<file path="config.mk">
export PLATFORM = sky130hd
export DESIGN_NAME = piso_stream
export DESIGN_NICKNAME = d
export VERILOG_FILES = /design/src/rtl/fft16_pkg.sv /design/src/rtl/piso_stream.sv
export SDC_FILE = /design/constraint.sdc
export NUM_CORES = 2
export LEC_CHECK = 0
export BUFFER_PORTS_ARGS = -buffer_cell sky130_fd_sc_hd__buf_2
export CELL_PAD_IN_SITES_DETAIL_PLACEMENT = 0
export CELL_PAD_IN_SITES_GLOBAL_PLACEMENT = 1
export CORE_MARGIN = 4
export CORE_UTILIZATION = 47
export DETAILED_ROUTE_END_ITERATION = 8
export PLACE_DENSITY_LB_ADDON = 0.1
export SYNTH_ARGS = -nofsm -noshare
export SYNTH_HDL_FRONTEND = slang
export SYNTH_SLANG_ARGS = --single-unit
export TNS_END_PERCENT = 50
</file>
<file path="constraint.sdc">
create_clock -name clk -period 3.57 [get_ports clk]
set_input_delay 0.5355 -clock clk [delete_from_list [all_inputs] [get_ports clk]]
set_output_delay 0.5355 -clock clk [all_outputs]
set_load 0.005 [all_outputs]
</file>
<file path="src/rtl/fft16_pkg.sv">
// Shared constants and types for the FFT16 result path.
package fft16_pkg;

  localparam int FFT_N      = 16;
  localparam int FFT_WORD_W = 64;

  // Shifter occupancy for the parallel-to-serial stage.
  typedef enum logic {PS_EMPTY, PS_SHIFT} piso_state_t;

endpackage

</file>
<file path="src/rtl/piso_stream.sv">
// Parallel-in serial-out converter with a one-frame holding buffer so the
// next frame can be captured while the current one shifts out, giving a
// gap-free serial stream. Outputs come from registers through gating only.
// WORD_W must be >= 1 and N_WORDS must be >= 2.
module piso_stream
  import fft16_pkg::*;
#(
  parameter int WORD_W    = FFT_WORD_W,
  parameter int N_WORDS   = FFT_N,
  parameter bit LSB_FIRST = 1'b0
) (
  input  logic                          clk,
  input  logic                          rst,
  input  logic                          in_valid,
  output logic                          in_ready,
  input  logic [N_WORDS*WORD_W-1:0]     in_data,
  output logic                          out_valid,
  input  logic                          out_ready,
  output logic [WORD_W-1:0]             out_data,
  output logic                          out_last,
  output logic [$clog2(N_WORDS)-1:0]    out_index,
  output logic                          busy
);

  localparam int FRAME_W = N_WORDS * WORD_W;
  localparam int IDX_W   = $clog2(N_WORDS);
  localparam logic [IDX_W-1:0] LAST_IDX = IDX_W'(N_WORDS - 1);

  piso_state_t          state_q, state_d;
  logic [FRAME_W-1:0]   hold_q, hold_d;
  logic                 hold_full_q, hold_full_d;
  logic [FRAME_W-1:0]   shreg_q, shreg_d;
  logic [IDX_W-1:0]     cnt_q, cnt_d;
  logic                 handshake;
  logic                 load;
  logic [WORD_W-1:0]    head_word;

  // in_ready comes straight from the registered full flag, so an accept
  // into hold and a hold->shifter transfer can never share an edge.
  assign in_ready  = !hold_full_q;
  assign out_valid = (state_q == PS_SHIFT);
  assign handshake = out_valid && out_ready;
  assign busy      = (state_q == PS_SHIFT) || hold_full_q;

  // The output word sits at the end of shreg that the shift moves toward.
  assign head_word = LSB_FIRST ? shreg_q[WORD_W-1:0]
                               : shreg_q[FRAME_W-1 -: WORD_W];
  assign out_data  = out_valid ? head_word : '0;
  assign out_last  = out_valid && (cnt_q == LAST_IDX);
  assign out_index = cnt_q;

  // Next-state: shifter FSM, reload from hold, and input capture.
  always_comb begin
    state_d     = state_q;
    hold_d      = hold_q;
    hold_full_d = hold_full_q;
    shreg_d     = shreg_q;
    cnt_d       = cnt_q;
    load        = 1'b0;

    case (state_q)
      PS_EMPTY: begin
        if (hold_full_q) load = 1'b1;
      end
      PS_SHIFT: begin
        if (handshake) begin
          if (cnt_q != LAST_IDX) begin
            shreg_d = LSB_FIRST ? (shreg_q >> WORD_W) : (shreg_q << WORD_W);
            cnt_d   = cnt_q + IDX_W'(1);
          end else if (hold_full_q) begin
            // Chain straight into the buffered frame: no bubble.
            load = 1'b1;
          end else begin
            state_d = PS_EMPTY;
            cnt_d   = '0;   // out_index reads 0 while idle
          end
        end
      end
      default: state_d = PS_EMPTY;
    endcase

    if (load) begin
      shreg_d     = hold_q;
      cnt_d       = '0;
      hold_full_d = 1'b0;
      state_d     = PS_SHIFT;
    end

    if (in_valid && in_ready) begin
      hold_d      = in_data;
      hold_full_d = 1'b1;
    end
  end

  // State registers; reset discards any frame in flight.
  always_ff @(posedge clk) begin
    if (rst) begin
      state_q     <= PS_EMPTY;
      hold_q      <= '0;
      hold_full_q <= 1'b0;
      shreg_q     <= '0;
      cnt_q       <= '0;
    end else begin
      state_q     <= state_d;
      hold_q      <= hold_d;
      hold_full_q <= hold_full_d;
      shreg_q     <= shreg_d;
      cnt_q       <= cnt_d;
    end
  end

endmodule

</file>
==> results.md <==
* Setup TNS at 0 ps
* Worst skew pair latency at slightly below 900 ps
* Part of the power in registers at between 40% and 50%
* Max cap viols at 0
* Net Sw Frac at 27.4%
* WL/cell at 25.7 um
* Logic pwr share at between 10% and 20%
* Async SR Flop Fraction at 0%
* Post-synthesis compound-gate area fraction at between 30 and 40%
* Final Routed Wirelength at 370000 um
* Leak at 37.9 nW
* Core area at roughly 0.19 mm2
* Main flop type after synthesis: dfxtp_1
* Die W at 440 um
* Antenna viol nets, final at 0
* Max Freq at between 0.2 and 0.3 GHz
* Fin crit period at 3380 ps
* Syn nets at 11700
* Crit path from: out_valid
* RSZ-0062 raised after global routing: false
* Max Clock Skew at 23.4 ps
* CP required at between 3000 and 4000 ps
* XOR/XNOR share of the synthesized area at 0%
* First-pass GRT wire length at between 500000 and 600000 um
* Max FO, Critical Path at approximately 200
* Actual slew at the worst max-slew pin at around 1200 ps
* Post-synthesis mux area share at less than 1%
* Hold Fails Final Rpt at 0
* Grt total ovfl at 0
* Gr usage total at 36.2%
* Setup violators final at 0
* EDFF count, synth at 0
* Clock group share of total power at 40.6%
* CTS Root Buffer Type: clkbuf_16
* Largest delay share family, worst path: buffers and inverters
* Max clock buf depth at 3
* Simple-gate share of the synthesized area at between 10% and 20%
* Ports at between 1000 and 1500
* Die Span Y at about 440 um
* Synth Cell Area at a little under 0.09 mm2
* DRC errors left at 0
* Reg-to-Reg Start: out_index[0]
* CTS Buf Count at around 220
* NetSw at 15.6 mW
* I/O Buffers at about 1100
* DP HPWL at between 200000 and 250000 um
* Crit path kind: flip-flop to output pin
* H-Tree Level Count at 4
* Largest net degree at the start of global routing at 202
* Internal at roughly 41 mW
* Fin crit share at between 90% and 100%
* Synthesized flop and latch total at slightly above 2000
* Sequential share of the synthesized area at a little under half
* Post-DP Area at 0.0944 mm2
* Status: finished, final reports clean
* Starting Density at 47.3%
* Fin nets at approximately 13000
* Routability cong. at roughly 0.94
* Largest stage delay on the critical path at 620 ps
* Buf+Inv Stages, Crit Path at 2
* Slew Limit Fails at 0
* Hold WC Path Type: primary input to flip-flop
* CP Capture Type: output pin
* Crit-path cells: buf_12, and2_1, buf_2
* Area delta synth->final at 25.5%
* DR iter-0 viols at 9620
* Yosys warns at 0
* Synth Area per Inst at just over 8 um2
* CP Data Arrival Time at roughly 2800 ps
* Clock transition at path regs at 60 ps
* Pre-antenna DRT Iters at 6
* Peak VDD IR at a little under 400 uV
* Adder-cell share of the synthesized area at less than 1%
* Setup bufs post-CTS at 0
* Pwr dens at around 520 mW/mm2
* Via count at 89700
* Netlist cell types at 31
* Post-cts resize count at 0
* Number of global-route vias before repair at between 80000 and 90000
* Avg Vias per Cell at between 6 and 7
* Design Area, Final at around 0.11 mm2
* Rel. slew slack at 21.3%
* Synth Instances at ~11000
* Clk sinks at 2054
* Placement Rows at around 160
* Initial antenna violation count at 12
* Worst Hold Launch: in_data[538]
* Worst setup SP type: flip-flop
* CTS tree: done
* Largest family of logic cells by synthesized area: compound AO/OA/AOI/OAI gates
* Die ar. at 0.194 mm2
* Fraction of layout cells with a size suffix above 1 at ~15%
* Critical-path top delay cell: dfxtp_4
==> final timing paths <==
check	end	slack [ps]	cells after the start
max	out_data[43]	190	3
min	hold_q[538]	20	3
max reg2reg	shreg_q[40]	630	6
min reg2reg	hold_q[233]	450	2
==> metrics by stage <==
step	hold WS (ps)	utilization (%)	worst slack (ps)	power (mW)	std cells
after floorplan	436	-	1470	30.3	10700
after global placement	441	50.9	744	33.2	13200
after detailed placement	446	50.9	672	33.3	13200
after CTS	0.113	59.3	253	56.9	14400
after global routing	10.6	59.4	220	58.7	14400
final	22.1	59.4	192	56.9	14400
==> repair_timing <==
item                       4_1_cts  5_1_grt
hold buffers                   845        0
setup endpoints to repair        0        0
hold endpoints to repair       845        0
==> logic make-up after synthesis <==
kind of cell	count (synthesis)
flops	2054
fa+ha+maj	1
simple gates	3221
mux	64
compound gates	3978
buf+inv	1348
==> final cells by class <==
type | instances | area (um2)
fill | 16600 | 75400
multi-input combinational | 7264 | 41100
sequential | 2054 | 41100
timing repair buffer | 2219 | 17500
clock buffer | 329 | 6530
tap | 2480 | 3100
clock inverter | 63 | 684
antenna | 8 | 20.0
inverter | 1 | 11.3
==> registers in the layout (all words and copies together), names as in the netlist <==
| register | flops |
|---|---|
| out_valid | 1 |
| hold_full_q | 1 |
| shreg_q | 1024 |
| out_index | 4 |
| hold_q | 1024 |
==> worst reg2reg max path: stages, from the launching register on <==
cell and delay (ps):
dfxtp_1 400, ha_1 310, nand4_1 580, buf_4 400
a21oi_4 150, buf_4 670, mux2i_1 360
==> power groups by stage <==
stage	logic [mW]	registers, mW	clock network [mW]
6_report	7.76	26.1	23.1
5_1_grt	8.37	26.1	24.2
4_1_cts	7.62	26.0	23.3
3_5_place_dp	6.88	26.5	0
3_3_place_gp	6.74	26.5	0
2_1_floorplan	4.55	25.8	0
==> routing by layer <==
metal / share of wire [%] / routed length [um] / vias up / global-route usage [%]
met5: 0.0035 / 13 / - / 0
met1: 39 / 143000 / 43800 / 44.0
met2: 47 / 175000 / 3774 / 59.3
li1: - / - / 41200 / -
met3: 6.2 / 22800 / 917 / 5.07
met4: 7.9 / 29200 / 2 / 25.2
==> placed cells by master (no fill, tap or decap), types with 2 or more instances in the layout <==
| cell | netlist | final |
|---|---|---|
| clkbuf_8 | 0 | 59 |
| clkinv_2 | 0 | 43 |
| clkinvlp_4 | 0 | 3 |
| o21ai_0 | 1026 | 1026 |
| nand2_1 | 2051 | 2050 |
| a21oi_1 | 1028 | 1027 |
| buf_12 | 0 | 114 |
| buf_2 | 162 | 1098 |
| dlygate4sd3_1 | 0 | 845 |
| inv_6 | 0 | 2 |
| nor2b_1 | 65 | 64 |
| nand3_1 | 962 | 961 |
| mux2i_1 | 64 | 64 |
| a211oi_1 | 961 | 961 |
| clkbuf_16 | 0 | 221 |
| a311oi_1 | 851 | 851 |
| nor2_1 | 2 | 2 |
| diode_2 | 0 | 8 |
| and4_1 | 2 | 2 |
| and2_1 | 66 | 65 |
| clkbuf_1 | 1133 | 49 |
| bufinv_16 | 0 | 14 |
| buf_4 | 7 | 162 |
| dfxtp_1 | 2054 | 2053 |
| a311oi_2 | 110 | 110 |
| nand2b_1 | 65 | 64 |
| nand4_1 | 2 | 2 |
==> synth_stat cells, types with 19 or more instances <==
| library cell | n | area, um2 |
|---|---|---|
| nand3_1 | 962 | 4810 |
| nand2b_1 | 65 | 407 |
| a311oi_2 | 110 | 1650 |
| mux2i_1 | 64 | 641 |
| o21ai_0 | 1026 | 5130 |
| a211oi_1 | 961 | 7210 |
| a311oi_1 | 851 | 7450 |
| dfxtp_1 | 2054 | 41100 |
| buf_6 | 25 | 282 |
| nand2_1 | 2051 | 7700 |
| buf_1 | 19 | 71.3 |
| clkbuf_1 | 1133 | 4250 |
| and2_1 | 66 | 413 |
| buf_2 | 162 | 811 |
| nor2b_1 | 65 | 407 |
| a21oi_1 | 1028 | 5140 |
(Power assumes the default switching activity.)
